==> src/rtl/cla_8b_if.sv <==
// Operand/result bundle for the 8-bit carry-lookahead adder.
// The master drives operands and carry-in; the slave (the adder) drives results.
interface cla_8b_if;
    logic [7:0]  A;
    logic [7:0]  B;
    logic        cin;
    logic [15:0] sum;
    logic [15:0] sum_r;
    logic        cout;
    logic        P;
    logic        G;

    modport master (
        output A,
        output B,
        output cin,
        input  sum,
        input  sum_r,
        input  cout,
        input  P,
        input  G
    );

    modport slave (
        input  A,
        input  B,
        input  cin,
        output sum,
        output sum_r,
        output cout,
        output P,
        output G
    );
endinterface

==> src/rtl/cla_8b.sv <==
// 8-bit carry-lookahead adder: two 4-bit lookahead groups joined by a
// second-level lookahead unit, so no carry ripples through all eight bits.
// sum/cout/P/G are purely combinational; sum_r is the only state.
module cla_8b (
    input  logic     clk,
    input  logic     rst_n,
    cla_8b_if.slave  bus
);

    // Carries into the four bits of a group (index 0 is the group carry-in),
    // each one a flat sum-of-products of the group's p/g and carry-in.
    function automatic logic [3:0] group_carries(
        input logic [3:0] p4,
        input logic [3:0] g4,
        input logic       ci
    );
        logic [3:0] c;
        c[0] = ci;
        c[1] = g4[0] | (p4[0] & ci);
        c[2] = g4[1] | (p4[1] & g4[0]) | (p4[1] & p4[0] & ci);
        c[3] = g4[2] | (p4[2] & g4[1]) | (p4[2] & p4[1] & g4[0])
             | (p4[2] & p4[1] & p4[0] & ci);
        return c;
    endfunction

    // Group generate: carry leaving the group when its carry-in is 0.
    function automatic logic group_generate(
        input logic [3:0] p4,
        input logic [3:0] g4
    );
        return g4[3] | (p4[3] & g4[2]) | (p4[3] & p4[2] & g4[1])
             | (p4[3] & p4[2] & p4[1] & g4[0]);
    endfunction

    logic [7:0]  p;
    logic [7:0]  g;
    logic [7:0]  c;
    logic [7:0]  s;
    logic        p0_grp;
    logic        g0_grp;
    logic        p1_grp;
    logic        g1_grp;
    logic        c4;
    logic        c8;
    logic [15:0] sum_d;
    logic [15:0] sum_r_q;

    // Per-bit propagate and generate terms.
    generate
        for (genvar gi = 0; gi < 8; gi++) begin : g_bit_pg
            assign p[gi] = bus.A[gi] ^ bus.B[gi];
            assign g[gi] = bus.A[gi] & bus.B[gi];
        end
    endgenerate

    // Group propagate/generate for the low (3:0) and high (7:4) nibbles.
    assign p0_grp = &p[3:0];
    assign g0_grp = group_generate(p[3:0], g[3:0]);
    assign p1_grp = &p[7:4];
    assign g1_grp = group_generate(p[7:4], g[7:4]);

    // Second-level unit: c4 and c8 come straight from group terms and cin,
    // never from the bit-3 or bit-7 carry of a group.
    assign c4 = g0_grp | (p0_grp & bus.cin);
    assign c8 = g1_grp | (p1_grp & g0_grp) | (p1_grp & p0_grp & bus.cin);

    assign c[3:0] = group_carries(p[3:0], g[3:0], bus.cin);
    assign c[7:4] = group_carries(p[7:4], g[7:4], c4);

    // Sum bits are the bit propagate XOR the incoming carry.
    generate
        for (genvar gi = 0; gi < 8; gi++) begin : g_sum_bit
            assign s[gi] = p[gi] ^ c[gi];
        end
    endgenerate

    // Exact result is at most 0x1FF, so bits 15:9 are always zero.
    assign sum_d = {7'b0, c8, s};

    // Registered copy for pipelined consumers; reset clears it immediately.
    always_ff @(posedge clk or negedge rst_n) begin
        if (!rst_n) begin
            sum_r_q <= 16'h0000;
        end else begin
            sum_r_q <= sum_d;
        end
    end

    assign bus.sum   = sum_d;
    assign bus.sum_r = sum_r_q;
    assign bus.cout  = c8;
    assign bus.P     = p1_grp & p0_grp;
    assign bus.G     = g1_grp | (p1_grp & g0_grp);

endmodule

==> src/flat_wrapper.sv <==
// flat-port wrapper written by rule: the top's interface ports become plain ports
module cla_8b_flat 
  (clk, rst_n, bus_A, bus_B, bus_cin, bus_sum, bus_sum_r, bus_cout, bus_P, bus_G);
  cla_8b_if bus_i ();
  input  logic clk;
  input  logic rst_n;
  input wire logic [$bits(bus_i.A)-1:0] bus_A;
  input wire logic [$bits(bus_i.B)-1:0] bus_B;
  input wire logic [$bits(bus_i.cin)-1:0] bus_cin;
  output wire logic [$bits(bus_i.sum)-1:0] bus_sum;
  output wire logic [$bits(bus_i.sum_r)-1:0] bus_sum_r;
  output wire logic [$bits(bus_i.cout)-1:0] bus_cout;
  output wire logic [$bits(bus_i.P)-1:0] bus_P;
  output wire logic [$bits(bus_i.G)-1:0] bus_G;
  assign bus_i.A = bus_A;
  assign bus_i.B = bus_B;
  assign bus_i.cin = bus_cin;
  assign bus_sum = bus_i.sum;
  assign bus_sum_r = bus_i.sum_r;
  assign bus_cout = bus_i.cout;
  assign bus_P = bus_i.P;
  assign bus_G = bus_i.G;
  cla_8b u_core (.clk(clk), .rst_n(rst_n), .bus(bus_i));
endmodule
==> config.mk <==
export PLATFORM = sky130hd
export DESIGN_NAME = cla_8b_flat
export DESIGN_NICKNAME = d
export VERILOG_FILES = /design/src/rtl/cla_8b_if.sv /design/src/rtl/cla_8b.sv /design/src/flat_wrapper.sv
export SDC_FILE = /design/constraint.sdc
export NUM_CORES = 1
export LEC_CHECK = 0
export CORE_MARGIN = 2
export CORE_UTILIZATION = 36
export DETAILED_ROUTE_END_ITERATION = 12
export GPL_TIMING_DRIVEN = 0
export PLACE_DENSITY_LB_ADDON = 0.12
export SYNTH_ARGS = -nofsm -noshare
export SYNTH_HDL_FRONTEND = slang
export SYNTH_SLANG_ARGS = --single-unit
==> constraint.sdc <==
create_clock -name clk -period 5.96 [get_ports clk]
set_input_delay 1.192 -clock clk [delete_from_list [all_inputs] [get_ports clk]]
set_output_delay 1.192 -clock clk [all_outputs]
set_load 0.02 [all_outputs]
==> flow_summary.ini, run 1 <==
[clock_network]
cts.path.max_buffers = 2
cts_tree = built
cts_setup_buffers = 0
htreeDepth = 1
clk_pin_slew_worst_paths_ns = 0.05
cts_root_buf = clkbuf_4
clock_sinks = 9
numCtsBuffers = 3
hold_buffers = 0
postCtsResizedCells = 0

[floorplan]
die_h_um = 49.1
coreArea_um2 = 1940
start_util_pct = 37.7
die_w_um = 49.1
core.rowCount = 16
die_area_um2 = 2410
ios = 54

[routing]
drt-total-wl_mm = 1.63
wl_per_cell_um = 10.2
first_iter_violations = 3
dr.pass1.iters = 3
drc = 0
antenna_left = 0
routed-via-count = 685
via_per_inst = 4.28

[synthesis]
yosysMostFrequentCell = buf_4
ys_top_cells_by_area = dfrtp_1 31%, buf_4 15%, ha_1 14%
synth_edf_count = 0
synthTopCellsByCount = 15 x buf_4, 9 x dfrtp_1, 8 x ha_1
ys.flop_type = dfrtp_1
synth_cells = 77
ys_warn_count = 0
ys_seq_elements = 9
seq_area_frac_synth_pct = 30.8
netlist_area_um2 = 732
netlist.area_leader.share_pct = 30.8
async_reset_ff_share_pct = 100
avgSynthCellArea_um2 = 9.51
synth.distinct_cells = 27
synth_largest_area_cell = dfrtp_1

[cells_and_area]
fin_cells = 160
areaGrowthSynthToFinish_pct = 68.2
fin_nets = 163
drive_above_1_share_pct = 15.0
diodes = 0
largest_register_ff_count = 9
final_cell_area_um2 = 1230

[grt]
grt_max_degree = 10
track_usage_pct = 14.6
grt_overflow = 0
grt_pass1_wl_mm = 2.67
antenna_found_initial = 0
grt_pass1_vias = 626

[worst_setup_path]
cp.arrival_ns = 3.76
criticalPathCategory = input pin to primary output
worst_path_most_repeated_cell = clkdlybuf4s50_1
crit_chain = clkdlybuf4s50_1, ha_1, a21oi_1, nand2_1, or2_4, fa_1, xor2_1, clkdlybuf4s50_1
startpoint_type = input pin
cp.required_ns = 4.77
critPathTopFamily = buffers and inverters
crit_path_end_kind = primary output
critPathBufInv = 2
cpPeakStageDelay_ns = 0.63
cp_max_fo = 6
crit_path_top_delay_cell = clkdlybuf4s50_1

[pwr]
power_leakage_uw = 0.000599
p_per_area_nw_per_um2 = 225
finalPower_uw = 276
vdd_ir_drop_max_mv = 0.0994

[sta]
period_needed_ns = 4.96
finalCritPeriodShare_pct = 83.2
max_freq_mhz = 202
rsz0062_at_grt = false
final-hold-violation-count = 0
setup_tns_ns = 0
final_max_slew_viol_count = 0
final.setup.worst_slack_ns = 1.00
final-setup-viol-count = 0

[placed_design]
place_ws_ns = 0.999
place_area_um2 = 1200
numPlacedInstances = 156
gp_congestion = 0.708
io_buffer_count = 39
place_hpwl_mm = 1.50

[run]
cap_viol_max_count = 0

[hold_path]
hold_class = input pin to asynchronous set/reset pin

[outcome]
status = complete, no violations
## through the flow
step           util (%)  hold slack, ns
2_1_floorplan         -           0.896
3_3_place_gp       62.0            1.50
3_5_place_dp       62.0            1.50
4_1_cts            63.4            1.23
5_1_grt            63.4            1.25
6_report           63.4            1.22
## routing by layer
layer	up-vias	part of all wire (%)	track usage (%)
li1	348	-	-
met1	300	35	15.0
met2	33	55	27.3
met3	4	8.4	3.37
met4	0	1.5	7.14
met5	-	0	0
## worst max-delay path by stage
stage | from | endpoint | cells after the start
after CTS | bus_B[3] | bus_sum[5] | 8
after detailed placement | bus_B[0] | bus_sum[5] | 8
final | bus_B[3] | bus_sum[5] | 8
after global placement | bus_B[0] | bus_sum[5] | 8
after floorplan | bus_B[0] | bus_sum[5] | 6
after global routing | bus_B[3] | bus_sum[5] | 8
## area by class of cell
class / instances / area (µm²)
plain buffers: 15 / 113
clock buffers: 4 / 26.3
fillers: 177 / 711
inverters: 7 / 26.3
multi-input cells: 59 / 417
flip-flops and latches: 9 / 225
well taps: 27 / 33.8
repair buffers: 39 / 390
## cells by family (layout without fill, tap and decap cells)
family          count (synthesis)  in the layout  share of synthesized area [%]
flops                           9              9                           30.8
fa+ha+maj                      10             10                           19.1
compound gates                 16             16                           14.2
buf+inv                        22             65                           19.0
simple gates                   14             14                           10.3
xor+xnor                        4              4                           4.79
mux                             1              1                           1.37
other cells                     1             14                          0.512
## placed cells by master, fill, tap and decap left out
master	instances
conb_1	14
nor4_1	1
o22a_1	1
nor2_1	1
o311ai_1	1
clkdlybuf4s50_1	39
xnor2_1	2
nand3_1	1
or2_4	1
a21o_1	1
a31oi_1	1
clkbuf_4	3
clkbuf_1	1
mux2i_1	1
o21ai_0	3
inv_1	7
buf_4	15
and4_4	1
nand4_1	1
nor3_1	1
a21oi_1	5
o21bai_1	2
xor2_1	2
ha_1	8
nand2_1	6
nand2b_1	1
o21a_1	1
fa_1	2
o311a_1	1
dfrtp_1	9
## power by group
group	leakage [µW]	internal, µW	total, µW	switching, µW
combinational	0.000478	77.4	157	79.2
sequential	0.000106	72.6	75.5	2.84
clock	0.0000150	25.6	44.3	18.7
Power figures use the tool's default switching activity.
==> inputs of run 2 (changes only) <==
- CORE_UTILIZATION: 36 -> 30
- clock period: 5.96 -> 4.55 ns (I/O delays scaled with it)
==> run 2 against run 1 <==
- critical path depth unchanged
- worst setup slack got worse by 0.86 ns
- largest cell class unchanged
- wire length decreased by 7.7%
- design area increased by 0.10%
- sequential share of layout area about the same
- via count decreased by 2.5%
- critical path type unchanged
- final cell count increased by 0.63%
==> flow_summary.ini, run 2 (synthesis gave the netlist of run 1 again) <==
[clock_network]
postCtsResizedCells = 0
cts_setup_buffers = 0
htreeDepth = 1
cts_root_buf = clkbuf_4
cts.path.max_buffers = 2
cts_tree = built
hold_buffers = 0
clk_pin_slew_worst_paths_ns = 0.05
numCtsBuffers = 3
clock_sinks = 9

[floorplan]
die_w_um = 53.4
core.rowCount = 17
die_area_um2 = 2850
ios = 54
start_util_pct = 32.5
coreArea_um2 = 2250
die_h_um = 53.4

[grt]
grt_max_degree = 10
grt_overflow = 0
grt_pass1_vias = 536
grt_pass1_wl_mm = 2.19
track_usage_pct = 10.7
antenna_found_initial = 0

[cells_and_area]
areaGrowthSynthToFinish_pct = 68.4
final_common_cell = clkdlybuf4s50_1
layout_common_cells = 39 x clkdlybuf4s50_1, 15 x buf_4, 14 x conb_1, 9 x dfrtp_1, 8 x ha_1
drive_above_1_share_pct = 15.0
final_core_util_pct = 54.7
fin_cells = 161
final_cell_area_um2 = 1230
diodes = 0
largest_register_ff_count = 9
fin_nets = 163

[pwr]
combPwrFrac_pct = 57.0
vdd_ir_drop_max_mv = 0.159
swShare_pct = 35.8
p_seq_share_pct = 27.6
switching_power_uw = 128
power_leakage_uw = 0.000599
p_per_area_nw_per_um2 = 291
finalPower_uw = 358
clockPowerShare_pct = 15.4
intPower_uw = 230

[hold_path]
hold_class = input pin to asynchronous set/reset pin

[sta]
setup_tns_ns = 0
final-setup-viol-count = 0
period_needed_ns = 4.41
max_freq_mhz = 227
final_max_slew_viol_count = 0
final-hold-violation-count = 0
rsz0062_at_grt = false
finalCritPeriodShare_pct = 96.9

[run]
cap_viol_max_count = 0

[worst_setup_path]
cp.required_ns = 3.64
crit_path_end_kind = primary output
startpoint_type = input pin
cp_max_fo = 3
criticalPathCategory = input pin to primary output
cp.arrival_ns = 3.50

[placed_design]
place_area_um2 = 1210
numPlacedInstances = 157
gp_congestion = 0.749
io_buffer_count = 39
place_hpwl_mm = 1.39

[routing]
antenna_left = 0
routed-via-count = 668
wl_per_cell_um = 9.34
drt-total-wl_mm = 1.50
dr.pass1.iters = 4
first_iter_violations = 7
via_per_inst = 4.15
drc = 0

[outcome]
status = complete, no violations
[run 2: cell counts in the layout (fill, tap and decap cells not counted)]
No cell type changed its count.
[run 2: worst max-delay path by stage]
stage / startpoint / end / slack [ns]
after global placement: bus_B[0] / bus_sum[5] / 0.17
after CTS: bus_B[0] / bus_sum[5] / 0.12
final: bus_B[0] / bus_sum[5] / 0.14
after floorplan: bus_B[0] / bus_sum[5] / 1.08
after global routing: bus_B[3] / bus_sum[5] / 0.04
after detailed placement: bus_B[0] / bus_sum[5] / 0.12
[run 2: power groups by stage]
stage	clock, µW	sequential [µW]	combinational (µW)
6_report	55.3	98.8	204
5_1_grt	62.1	99.7	219
2_1_floorplan	0	121	93.1
3_3_place_gp	0	99.7	203
3_5_place_dp	0	101	206
4_1_cts	58.6	99.1	206
[run 2: area by class of cell]
class	instances	area, µm²
Buffer	15	113
Clock buffer	4	26.3
Fill cell	220	1020
Inverter	7	26.3
Multi-Input combinational cell	59	417
Sequential cell	9	225
Tap cell	28	35.0
Timing Repair Buffer	39	390
[run 2: stage by stage]
stage | worst slack (ns) | hold slack (ns)
2_1_floorplan | 1.08 | 0.614
3_3_place_gp | 0.168 | 1.22
3_5_place_dp | 0.121 | 1.21
4_1_cts | 0.120 | 0.945
5_1_grt | 0.0399 | 0.977
6_report | 0.140 | 0.940
[run 2: critical path, cell delays in order]
cell and delay, ns:
clkdlybuf4s50_1 0.43, ha_1 0.32, a21o_1 0.20, and4_4 0.19, or2_4 0.24, fa_1 0.38, xor2_1 0.20, clkdlybuf4s50_1 0.64
[run 2: routing by layer]
metal	vias up	GRT usage [%]	part of all wire, %
li1	347	-	-
met1	284	12.5	40
met2	35	17.5	45
met3	2	1.69	13
met4	0	7.69	1.1
met5	-	0	0
==> inputs of run 3 (changes only) <==
- GPL_TIMING_DRIVEN: 0 -> default
==> run 3 against run 2 <==
- combinational power shrank 5%
- die area is the same
- largest power group unchanged
- wire length shrank 2.9%
- via count shrank 8.8%
- critical path type unchanged
- sequential cell count is the same
- sequential share of layout area grew 1.8 points
- sequential power is essentially flat
==> flow_summary.ini, run 3 (synthesis gave the netlist of run 1 again) <==
[routing]
via_per_inst = 4.17
drt-total-wl_mm = 1.46
antenna_left = 0
drc = 0
first_iter_violations = 1
dr.pass1.iters = 4
wl_per_cell_um = 9.99
routed-via-count = 609

[cells_and_area]
fin_nets = 148
drive_above_1_share_pct = 4.24
final_core_util_pct = 49.7
layout_common_cells = 39 x clkdlybuf4s50_1, 14 x conb_1, 9 x dfrtp_1, 8 x ha_1, 7 x inv_1
areaGrowthSynthToFinish_pct = 53.0
final_common_cell = clkdlybuf4s50_1
largest_register_ff_count = 9
diodes = 0

[sta]
rsz0062_at_grt = false
period_needed_ns = 4.40
max_freq_mhz = 227
setup_tns_ns = 0
final_max_slew_viol_count = 0
final-setup-viol-count = 0
finalCritPeriodShare_pct = 96.7
final.setup.worst_slack_ns = 0.152
final-hold-violation-count = 0
whs_ns = 0.934

[run]
cap_viol_max_count = 0

[floorplan]
core.rowCount = 17
ios = 54
die_area_um2 = 2850
coreArea_um2 = 2250
start_util_pct = 32.5
die_h_um = 53.4
die_w_um = 53.4

[placed_design]
io_buffer_count = 39
place_ws_ns = 0.133
gp_congestion = 0.676
place_hpwl_mm = 1.30

[clock_network]
cts.path.max_buffers = 2
cts_tree = built
clock_sinks = 9
clk_pin_slew_worst_paths_ns = 0.05
numCtsBuffers = 3
postCtsResizedCells = 0
cts_root_buf = clkbuf_4
htreeDepth = 1
hold_buffers = 0
cts_setup_buffers = 0

[grt]
grt_pass1_vias = 535
track_usage_pct = 11.8
grt_pass1_wl_mm = 2.37
grt_overflow = 0
grt_max_degree = 10
antenna_found_initial = 0

[pwr]
clockPowerShare_pct = 16.3
intPower_uw = 221
switching_power_uw = 128
combPwrFrac_pct = 55.4
p_seq_share_pct = 28.3
p_per_area_nw_per_um2 = 312
swShare_pct = 36.7
vdd_ir_drop_max_mv = 0.144
power_leakage_uw = 0.000517

[worst_setup_path]
crit_path_top_delay_cell = clkdlybuf4s50_1
startpoint_type = input pin
cp_max_fo = 3
crit_path_end_kind = primary output
worst_path_most_repeated_cell = clkdlybuf4s50_1
cp.arrival_ns = 3.49
crit_chain = clkdlybuf4s50_1, ha_1, a21o_1, and4_4, or2_4, fa_1, xor2_1, clkdlybuf4s50_1
cpPeakStageDelay_ns = 0.63
criticalPathCategory = input pin to primary output
cp.required_ns = 3.64

[hold_path]
hold_class = input pin to asynchronous set/reset pin

[outcome]
status = complete, no violations
run 3: layout make-up:
cell class	count	area, µm²
tap	28	35.0
clock buffer	4	26.3
sequential	9	225
timing repair buffer	39	390
inverter	7	26.3
fill	230	1130
multi-input combinational	59	417
run 3: worst max-delay path: cells and delay by family:
family | cells | cell delay, ns
buf+inv | 2 | 1.06
compound gates | 1 | 0.20
xor+xnor | 1 | 0.18
simple gates | 2 | 0.43
fa+ha+maj | 2 | 0.70
run 3: per-stage QoR:
stage,power (µW),instance area [µm²],std cells
2_1_floorplan,214,781,90
3_3_place_gp,293,1090,142
3_5_place_dp,295,1090,142
4_1_cts,354,1120,146
5_1_grt,377,1120,146
6_report,349,1120,146
run 3: worst max path at each step:
stage	from	end	slack, ns
5_1_grt	bus_B[3]	bus_sum[5]	0.03
4_1_cts	bus_B[0]	bus_sum[5]	0.13
2_1_floorplan	bus_B[0]	bus_sum[5]	1.08
3_5_place_dp	bus_B[0]	bus_sum[5]	0.13
6_report	bus_B[0]	bus_sum[5]	0.15
3_3_place_gp	bus_B[0]	bus_sum[5]	0.18
run 3: power by group through the flow:
stage	logic [µW]	clock network, µW	registers, µW
global placement	193	0	99.8
CTS	196	59.8	98.8
finish	193	56.9	98.6
detailed placement	195	0	100
floorplan	93.1	0	121
global route	210	67.8	99.2
run 3: layer usage:
metal  routed length (µm)  up-vias  global-route usage, %
met2                  623       37                   17.1
met5                    0        -                      0
li1                     -      318                      -
met4                   27        0                   8.97
met1                  625      250                   14.9
met3                  181        4                   2.82
